**src/rtl/reorder_buffer_mp.sv**
```systemverilog
// reorder_buffer_mp: circular reorder buffer with multi-port CDB writeback and in-order single retirement.
module reorder_buffer_mp #(
   parameter int DEPTH   = 8,
   parameter int NUM_CDB = 2,
   parameter int TAG_W   = $clog2(DEPTH)
) (
   input  logic                     clk,
   input  logic                     rst,
   input  logic                     flush,
   input  logic                     alloc_valid,
   input  logic [31:0]              alloc_pc,
   input  logic [4:0]               alloc_rd,
   output logic                     alloc_ready,
   output logic [TAG_W-1:0]         alloc_tag,
   input  logic [NUM_CDB-1:0]       cdb_valid,
   input  logic [NUM_CDB*TAG_W-1:0] cdb_tag,
   input  logic [NUM_CDB*32-1:0]    cdb_value,
   output logic                     commit_valid,
   input  logic                     commit_ready,
   output logic [31:0]              commit_pc,
   output logic [4:0]               commit_rd,
   output logic [31:0]              commit_value,
   output logic                     empty,
   output logic                     full,
   output logic [TAG_W:0]           count
);
   logic [TAG_W:0]       head_q, head_d, tail_q, tail_d;
   logic [DEPTH-1:0]     busy_q, busy_d, done_q, done_d;
   logic [NUM_CDB-1:0]   cdb_ok;
   logic [31:0]          pc_q [DEPTH];
   logic [4:0]           rd_q [DEPTH];
   logic [31:0]          val_q [DEPTH];
   logic [TAG_W-1:0]     head_idx, tail_idx;
   logic                 do_alloc, do_retire;

   assign head_idx     = head_q[TAG_W-1:0];
   assign tail_idx     = tail_q[TAG_W-1:0];
   assign empty        = head_q == tail_q;
   assign full         = (head_idx == tail_idx) && (head_q[TAG_W] != tail_q[TAG_W]);
   assign count        = tail_q - head_q;
   assign alloc_ready  = !full;
   assign alloc_tag    = tail_idx;
   assign commit_valid = !empty && done_q[head_idx];
   assign commit_pc    = pc_q[head_idx];
   assign commit_rd    = rd_q[head_idx];
   assign commit_value = val_q[head_idx];
   assign do_alloc     = alloc_valid && !full;
   assign do_retire    = commit_valid && commit_ready;

   // A result is accepted only for an entry that is live and still waiting; this also
   // rejects a result aimed at the slot being allocated on the same edge.
   always_comb begin
      for (int p = 0; p < NUM_CDB; p++)
         cdb_ok[p] = cdb_valid[p] && busy_q[cdb_tag[p*TAG_W +: TAG_W]] && !done_q[cdb_tag[p*TAG_W +: TAG_W]];
      busy_d = busy_q;
      done_d = done_q;
      head_d = head_q + {{TAG_W{1'b0}}, do_retire};
      tail_d = tail_q + {{TAG_W{1'b0}}, do_alloc};
      for (int p = 0; p < NUM_CDB; p++)
         if (cdb_ok[p]) done_d[cdb_tag[p*TAG_W +: TAG_W]] = 1'b1;
      if (do_retire) begin
         busy_d[head_idx] = 1'b0;
         done_d[head_idx] = 1'b0;
      end
      if (do_alloc) begin
         busy_d[tail_idx] = 1'b1;
         done_d[tail_idx] = 1'b0;
      end
      if (flush) begin
         busy_d = '0;
         done_d = '0;
         head_d = '0;
         tail_d = '0;
      end
   end

   always_ff @(posedge clk or negedge rst) begin
      if (!rst) begin
         head_q <= '0;
         tail_q <= '0;
         busy_q <= '0;
         done_q <= '0;
      end else begin
         head_q <= head_d;
         tail_q <= tail_d;
         busy_q <= busy_d;
         done_q <= done_d;
      end
   end

   // Payloads are not reset; later ports overwrite earlier ones so the highest port wins.
   always_ff @(posedge clk) begin
      if (do_alloc && !flush) begin
         pc_q[tail_idx] <= alloc_pc;
         rd_q[tail_idx] <= alloc_rd;
      end
      for (int p = 0; p < NUM_CDB; p++)
         if (cdb_ok[p]) val_q[cdb_tag[p*TAG_W +: TAG_W]] <= cdb_value[p*32 +: 32];
   end
endmodule

```
**config.mk**
```make
export PLATFORM = sky130hd
export DESIGN_NAME = reorder_buffer_mp
export DESIGN_NICKNAME = d
export VERILOG_FILES = /design/src/rtl/reorder_buffer_mp.sv
export SDC_FILE = /design/constraint.sdc
export NUM_CORES = 1
export LEC_CHECK = 0
export CAP_MARGIN = 40
export CELL_PAD_IN_SITES_DETAIL_PLACEMENT = 1
export CELL_PAD_IN_SITES_GLOBAL_PLACEMENT = 1
export CORE_ASPECT_RATIO = 0.8
export CORE_MARGIN = 2
export CORE_UTILIZATION = 45
export DETAILED_ROUTE_END_ITERATION = 16
export PLACE_DENSITY_LB_ADDON = 0.1
export SLEW_MARGIN = 10
export SYNTH_ARGS = -nofsm -noshare
export SYNTH_HDL_FRONTEND = slang
export SYNTH_SLANG_ARGS = --single-unit
export TNS_END_PERCENT = 30
```
**constraint.sdc**
```tcl
create_clock -name clk -period 8.7 [get_ports clk]
set_input_delay 1.74 -clock clk [delete_from_list [all_inputs] [get_ports clk]]
set_output_delay 1.74 -clock clk [all_outputs]
set_load 0.02 [all_outputs]
```
## Yosys cells after proc, flatten, opt, wreduce, memory -nomap -nowiden

Memory sizes are Yosys's and may differ from the RTL's.
Index checks and enable logic that the tools add are counted.

- Bits in registers: 24
- Memory bits (writable): 552
- Bits of input ports: 114
- Memories kept: 3

- Add/subtract/negate cells: 3
- Magnitude comparators: 8
- Equal/unequal tests: 3
- Mux-type cells: 34
- Bitwise operators: 8
- Reductions and logical operators: 18

Memory list:

| name | depth | bits a word | read ports | clocked after Yosys merged registers in | write ports | line | source |
|---|---|---|---|---|---|---|---|
| pc_q | 8 | 32 | 1 | 0 | 1 | 30 | `logic [31:0] pc_q [DEPTH];` |
| val_q | 8 | 32 | 1 | 0 | 2 | 32 | `logic [31:0] val_q [DEPTH];` |
| rd_q | 8 | 5 | 1 | 0 | 1 | 31 | `logic [4:0] rd_q [DEPTH];` |

Operators by type and width:

| kind | count |
|---|---|
| 8-bit 2-to-1 mux | 8 |
| 8-bit AND | 3 |
| 8-bit OR | 3 |
| 3-bit by 4-bit less-than comparator with 1-bit output, second input constant | 4 |
| 8-bit NOT | 2 |
| 1-bit binary-select mux with 3-bit select | 5 |
| 1-bit 2-to-1 mux | 15 |
| 1-bit logical AND | 13 |
| 1-bit demux with 3-bit select | 4 |
| 3-bit by 1-bit greater-or-equal comparator with 1-bit output, second input constant | 4 |
| 4-bit by 1-bit adder with 4-bit output | 2 |
| 4-bit 2-to-1 mux | 2 |
| 1-bit zero test | 5 |
| 4-bit equality test | 1 |
| 4-bit subtractor | 1 |
| 3-bit equality test | 1 |
| 1-bit inequality test | 1 |

## Logic depth before layout (Yosys ltp)

- Depth after elaboration: 13
- Gate-level depth with buffers: 10
- Depth with buffers taken out: 9

## Least setup slack after synthesis

Ideal clock, no wire load.

- Kind: in2reg
- Start point: in alloc_valid
- End point: mem pc_q[1][0], enable pin
- Setup time: 528 ps
- Data arrival time: 5566 ps
- Required time: 8172 ps
- Slack: 2607 ps
- Stages: 2
- Buffers on the path: 0
- Cell sequence: nand3_1 -> nor4_1

- Longest elaborated chain between the ends: 4

RTL lines:

| element | line | source |
|---|---|---|
| start, declared | 10 | `input logic alloc_valid,` |
| 1-bit logical AND | 47 | `assign do_alloc = alloc_valid && !full;` |
| 1-bit logical AND | 93 | `if (do_alloc && !flush) begin` |
| 1-bit 2-to-1 mux | 93 |  |
| 1-bit 2-to-1 mux (not written as such) | 94 | `pc_q[tail_idx] <= alloc_pc;` |
| end, declared | 30 |  |

No other way between the ends.

## Worst setup path after layout

- Start point: reg head_q[0]
- End point: out commit_pc[1]

- Longest elaborated chain between the ends: 1

RTL lines:

| element | line | source |
|---|---|---|
| start, declared | 27 | `logic [TAG_W:0] head_q, head_d, tail_q, tail_d;` |
| start signal, assigned | 79 | `head_q <= '0;` |
| start signal, assigned | 84 | `head_q <= head_d;` |
| memory 8 x 32 bit | -- |  |
| end, declared | 20 | `output logic [31:0] commit_pc,` |

No other way between the ends.

==> results.cfg <==
[status]
outcome = finished clean

[detailed_routing]
finalWirelength_um = 71500
antenna_left = 0
drcViolationCount = 0
routedWlPerCell_um = 29.2
post_drt_via_cell_ratio = 6.20
detail_route.first_pass.iterations = 5
routed-via-count = 15160
drc_marker_count_from_the_first_detailed_route_iteration = 1287

[timing]
worst_margin_pin_slew_ns = 0.889
relSlewSlack_pct = 40.5
slew_viol_final = 0
fin_crit_ns = 5.70
final-setup-viol-count = 0
post-route-period-util_pct = 65.5
max_freq_ghz = 0.175
timing.clock.skew_ns = 0.0215
finalHoldViolCount = 0
rsz0062_at_grt = no
fin_tns_setup_ns = 0
timing.final.ws_setup_ns = 3.00

[global_route]
grt_antenna_before_repair = 3
first_global_vias = 16188
grt_start_max_net_pins = 49
groute.layer.met1.usage_pct = 36.8
grt_overflow = 0
grt_use_met2_pct = 41.3
grt_usage_pct = 25.5
grt_util_met3_pct = 3.49
grt_first_pass_wirelength_um = 106000
grt_most_used_layer = met2

[floorplanning]
design.die.area_sq_um = 56100
die_h_um = 212
floorplan.io_pins = 194
floorplan.initialDensity_pct = 45.4
die_width_um = 264
floorplan.rows = 76
floorplan.core_area_sq_um = 53700

[clocking]
clk_pin_slew_worst_paths_ns = 0.06
clkLatencyLatePin_ns = 0.63
post_cts.repair.setup_buffers = 0
tritoncts = done
htreeDepth = 2
clk_root_buffer_cell = sky130_fd_sc_hd__clkbuf_16
clock-sinks = 576
post_cts.resized_instances = 0
clockBufferDepth = 3
numCtsBuffers = 57
cts_hold_buffers = 0

[worst_setup_path]
worst_ep_required_time_ns = 6.96
timing.setup.critical_path_class = reg -> out
cp_slowest_cell = sky130_fd_sc_hd__dfrtp_1
critical_path.top_delay_family = buffers and inverters
start_kind = register
critical_path.max_fanout = 42
crit_path_max_incr_delay_ns = 0.83
crit_chain = and3_4 -> buf_4 -> a22oi_1 -> nand4_1 -> clkdlybuf4s50_1
crit_end_category = primary output
cp_num_buf_inv = 2
critPathArrivalTime_ns = 3.96

[min_path]
hold_wc_path_type = reg -> reg

[finish]
fillers = 5016
drive_gt1_share_pct = 21.3
num-nets-final = 1825
final_cell_count_no_fill = 2447
syn2layout_area_growth_pct = 19.1

[placement]
placement.io_buffers = 193
gp_congestion = 0.786
dpl.cell_count = 2344
place_worst_setup_slack_ns = 3.61
detailed_place_hpwl_um = 39300

[power]
post-layout-total-power_mw = 5.70
p_seq_share_pct = 54.0
net-switching-power_mw = 1.23
clkPwrFrac_pct = 40.8
total_leakage_power_nw = 9.42
power_switching_share_pct = 21.6
comb_power_share_pct = 5.2
power_density_nw_per_um2 = 196
p_int_mw = 4.47
vdd_drop_max_mv = 0.129

[synth]
synthArstFlopShare_pct = 4.17
share_of_the_yosys_chip_area_belonging_to_registers_pct = 70.5
syn-num-nets = 1632
syn_inst = 1510
synth.distinct_cells = 60
yosysWarnings = 0
synth_area_per_cell_sq_um = 16.1
synth_enable_flop_cells = 552
synth_seq_cells = 576
primary_flip_flop_cell_chosen_by_synthesis_mapping = sky130_fd_sc_hd__edfxtp_1
synthesis.area_sq_um = 24400

[flow_run]
max_cap_violations = 0
[final timing paths]
path,startpoint,cells past startpoint,slack (ns),end
min,busy_q[4],1,0.53,busy_q[4]
min reg2reg,busy_q[4],1,0.53,busy_q[4]
max,head_q[0],5,3.00,commit_pc[1]
min in group asynchronous,rst,2,1.47,done_q[1]
max reg2reg,head_q[0],6,4.92,pc_q[7][3]
max in group asynchronous,rst,2,6.96,head_q[3]
[Yosys cell counts (all sizes together), types with 4 or more instances]
cell type,count,area share (%)
ha,7,0.36
clkbuf,65,1.0
or3,4,0.10
o21ai,6,0.14
edfxtp,552,68
nand2,107,1.7
dfrtp,24,2.5
xnor2,5,0.18
nor4,4,0.29
a21o,12,0.37
mux2i,5,0.21
nor3,7,0.18
nand3,11,0.23
buf,37,0.94
nor2b,6,0.15
inv,16,0.25
nand4,70,1.8
mux2,226,11
nand2b,7,0.18
nor2,13,0.20
a21oi,10,0.22
and3,5,0.13
a22oi,276,8.5
[sequential cells by signal (all words and copies together), names as in the netlist]
name    flops
val_q     256
done_q      8
rd_q       40
head_q      4
busy_q      8
pc_q      256
tail_q      4
[cells in the final DEF, fill, tap and decap left out, types with 4 or more instances in the layout]
cell type / n
sky130_fd_sc_hd__nor3_2: 4
sky130_fd_sc_hd__and3_4: 4
sky130_fd_sc_hd__edfxtp_1: 552
sky130_fd_sc_hd__a22oi_1: 276
sky130_fd_sc_hd__mux2i_1: 5
sky130_fd_sc_hd__dfrtp_1: 24
sky130_fd_sc_hd__or3_1: 4
sky130_fd_sc_hd__clkbuf_1: 17
sky130_fd_sc_hd__mux2_2: 192
sky130_fd_sc_hd__xnor2_1: 5
sky130_fd_sc_hd__clkinv_1: 15
sky130_fd_sc_hd__ha_1: 7
sky130_fd_sc_hd__a21oi_1: 9
sky130_fd_sc_hd__nor2_1: 9
sky130_fd_sc_hd__buf_12: 5
sky130_fd_sc_hd__mux2_4: 30
sky130_fd_sc_hd__inv_1: 15
sky130_fd_sc_hd__mux2_1: 4
sky130_fd_sc_hd__nand3_1: 11
sky130_fd_sc_hd__clkdlybuf4s50_1: 193
sky130_fd_sc_hd__a21o_1: 10
sky130_fd_sc_hd__nand4_1: 70
sky130_fd_sc_hd__buf_4: 34
sky130_fd_sc_hd__clkinv_2: 5
sky130_fd_sc_hd__clkbuf_16: 57
sky130_fd_sc_hd__nor2_4: 4
sky130_fd_sc_hd__nand2b_1: 7
sky130_fd_sc_hd__nand2_1: 106
sky130_fd_sc_hd__nor2b_1: 6
[cell type report]
class,count,area [sq um],share of cell area (%)
clock inverter,26,210,0.724
sequential,576,17200,59.2
clock buffer,74,1490,5.13
timing repair buffer,236,2380,8.20
antenna,1,2.50,0.00862
tap,702,878,3.03
multi-input combinational,816,6830,23.5
inverter,16,60.1,0.207
[per-stage QoR]
stage	hold slack, ns	util [%]	instance area (sq um)
6_report	0.534	54.0	29000
5_1_grt	0.565	54.0	29000
4_1_cts	0.534	54.0	29000
3_5_place_dp	0.518	50.8	27300
3_3_place_gp	0.516	50.5	27100
2_1_floorplan	0.472	-	24400
[power groups by stage]
stage	clock, mW	combinational [mW]	sequential (mW)
floorplan	0	0.128	3.14
global placement	0	0.284	3.14
detailed placement	0	0.293	3.14
CTS	2.37	0.295	3.08
global route	2.45	0.317	3.08
finish	2.33	0.295	3.08
[routing by layer]
| metal | vias to the layer above | wire length [um] |
|---|---|---|
| met1 | 8070 | 32000 |
| met3 | 82 | 4380 |
| li1 | 6509 | - |
| met5 | - | 23 |
| met4 | 4 | 1160 |
| met2 | 495 | 34000 |
[cells by family (layout without fill, tap and decap cells)]
family | count (synthesis) | after routing | synth area share [%]
mux | 231 | 231 | 11.1
compound gates | 322 | 322 | 10.0
xor+xnor | 8 | 8 | 0.287
buf+inv | 118 | 352 | 2.19
other cells | 0 | 1 | 0
flops | 576 | 576 | 70.5
fa+ha+maj | 8 | 8 | 0.441
simple gates | 247 | 247 | 5.46
No activity file was read; power rests on OpenSTA's default activity.
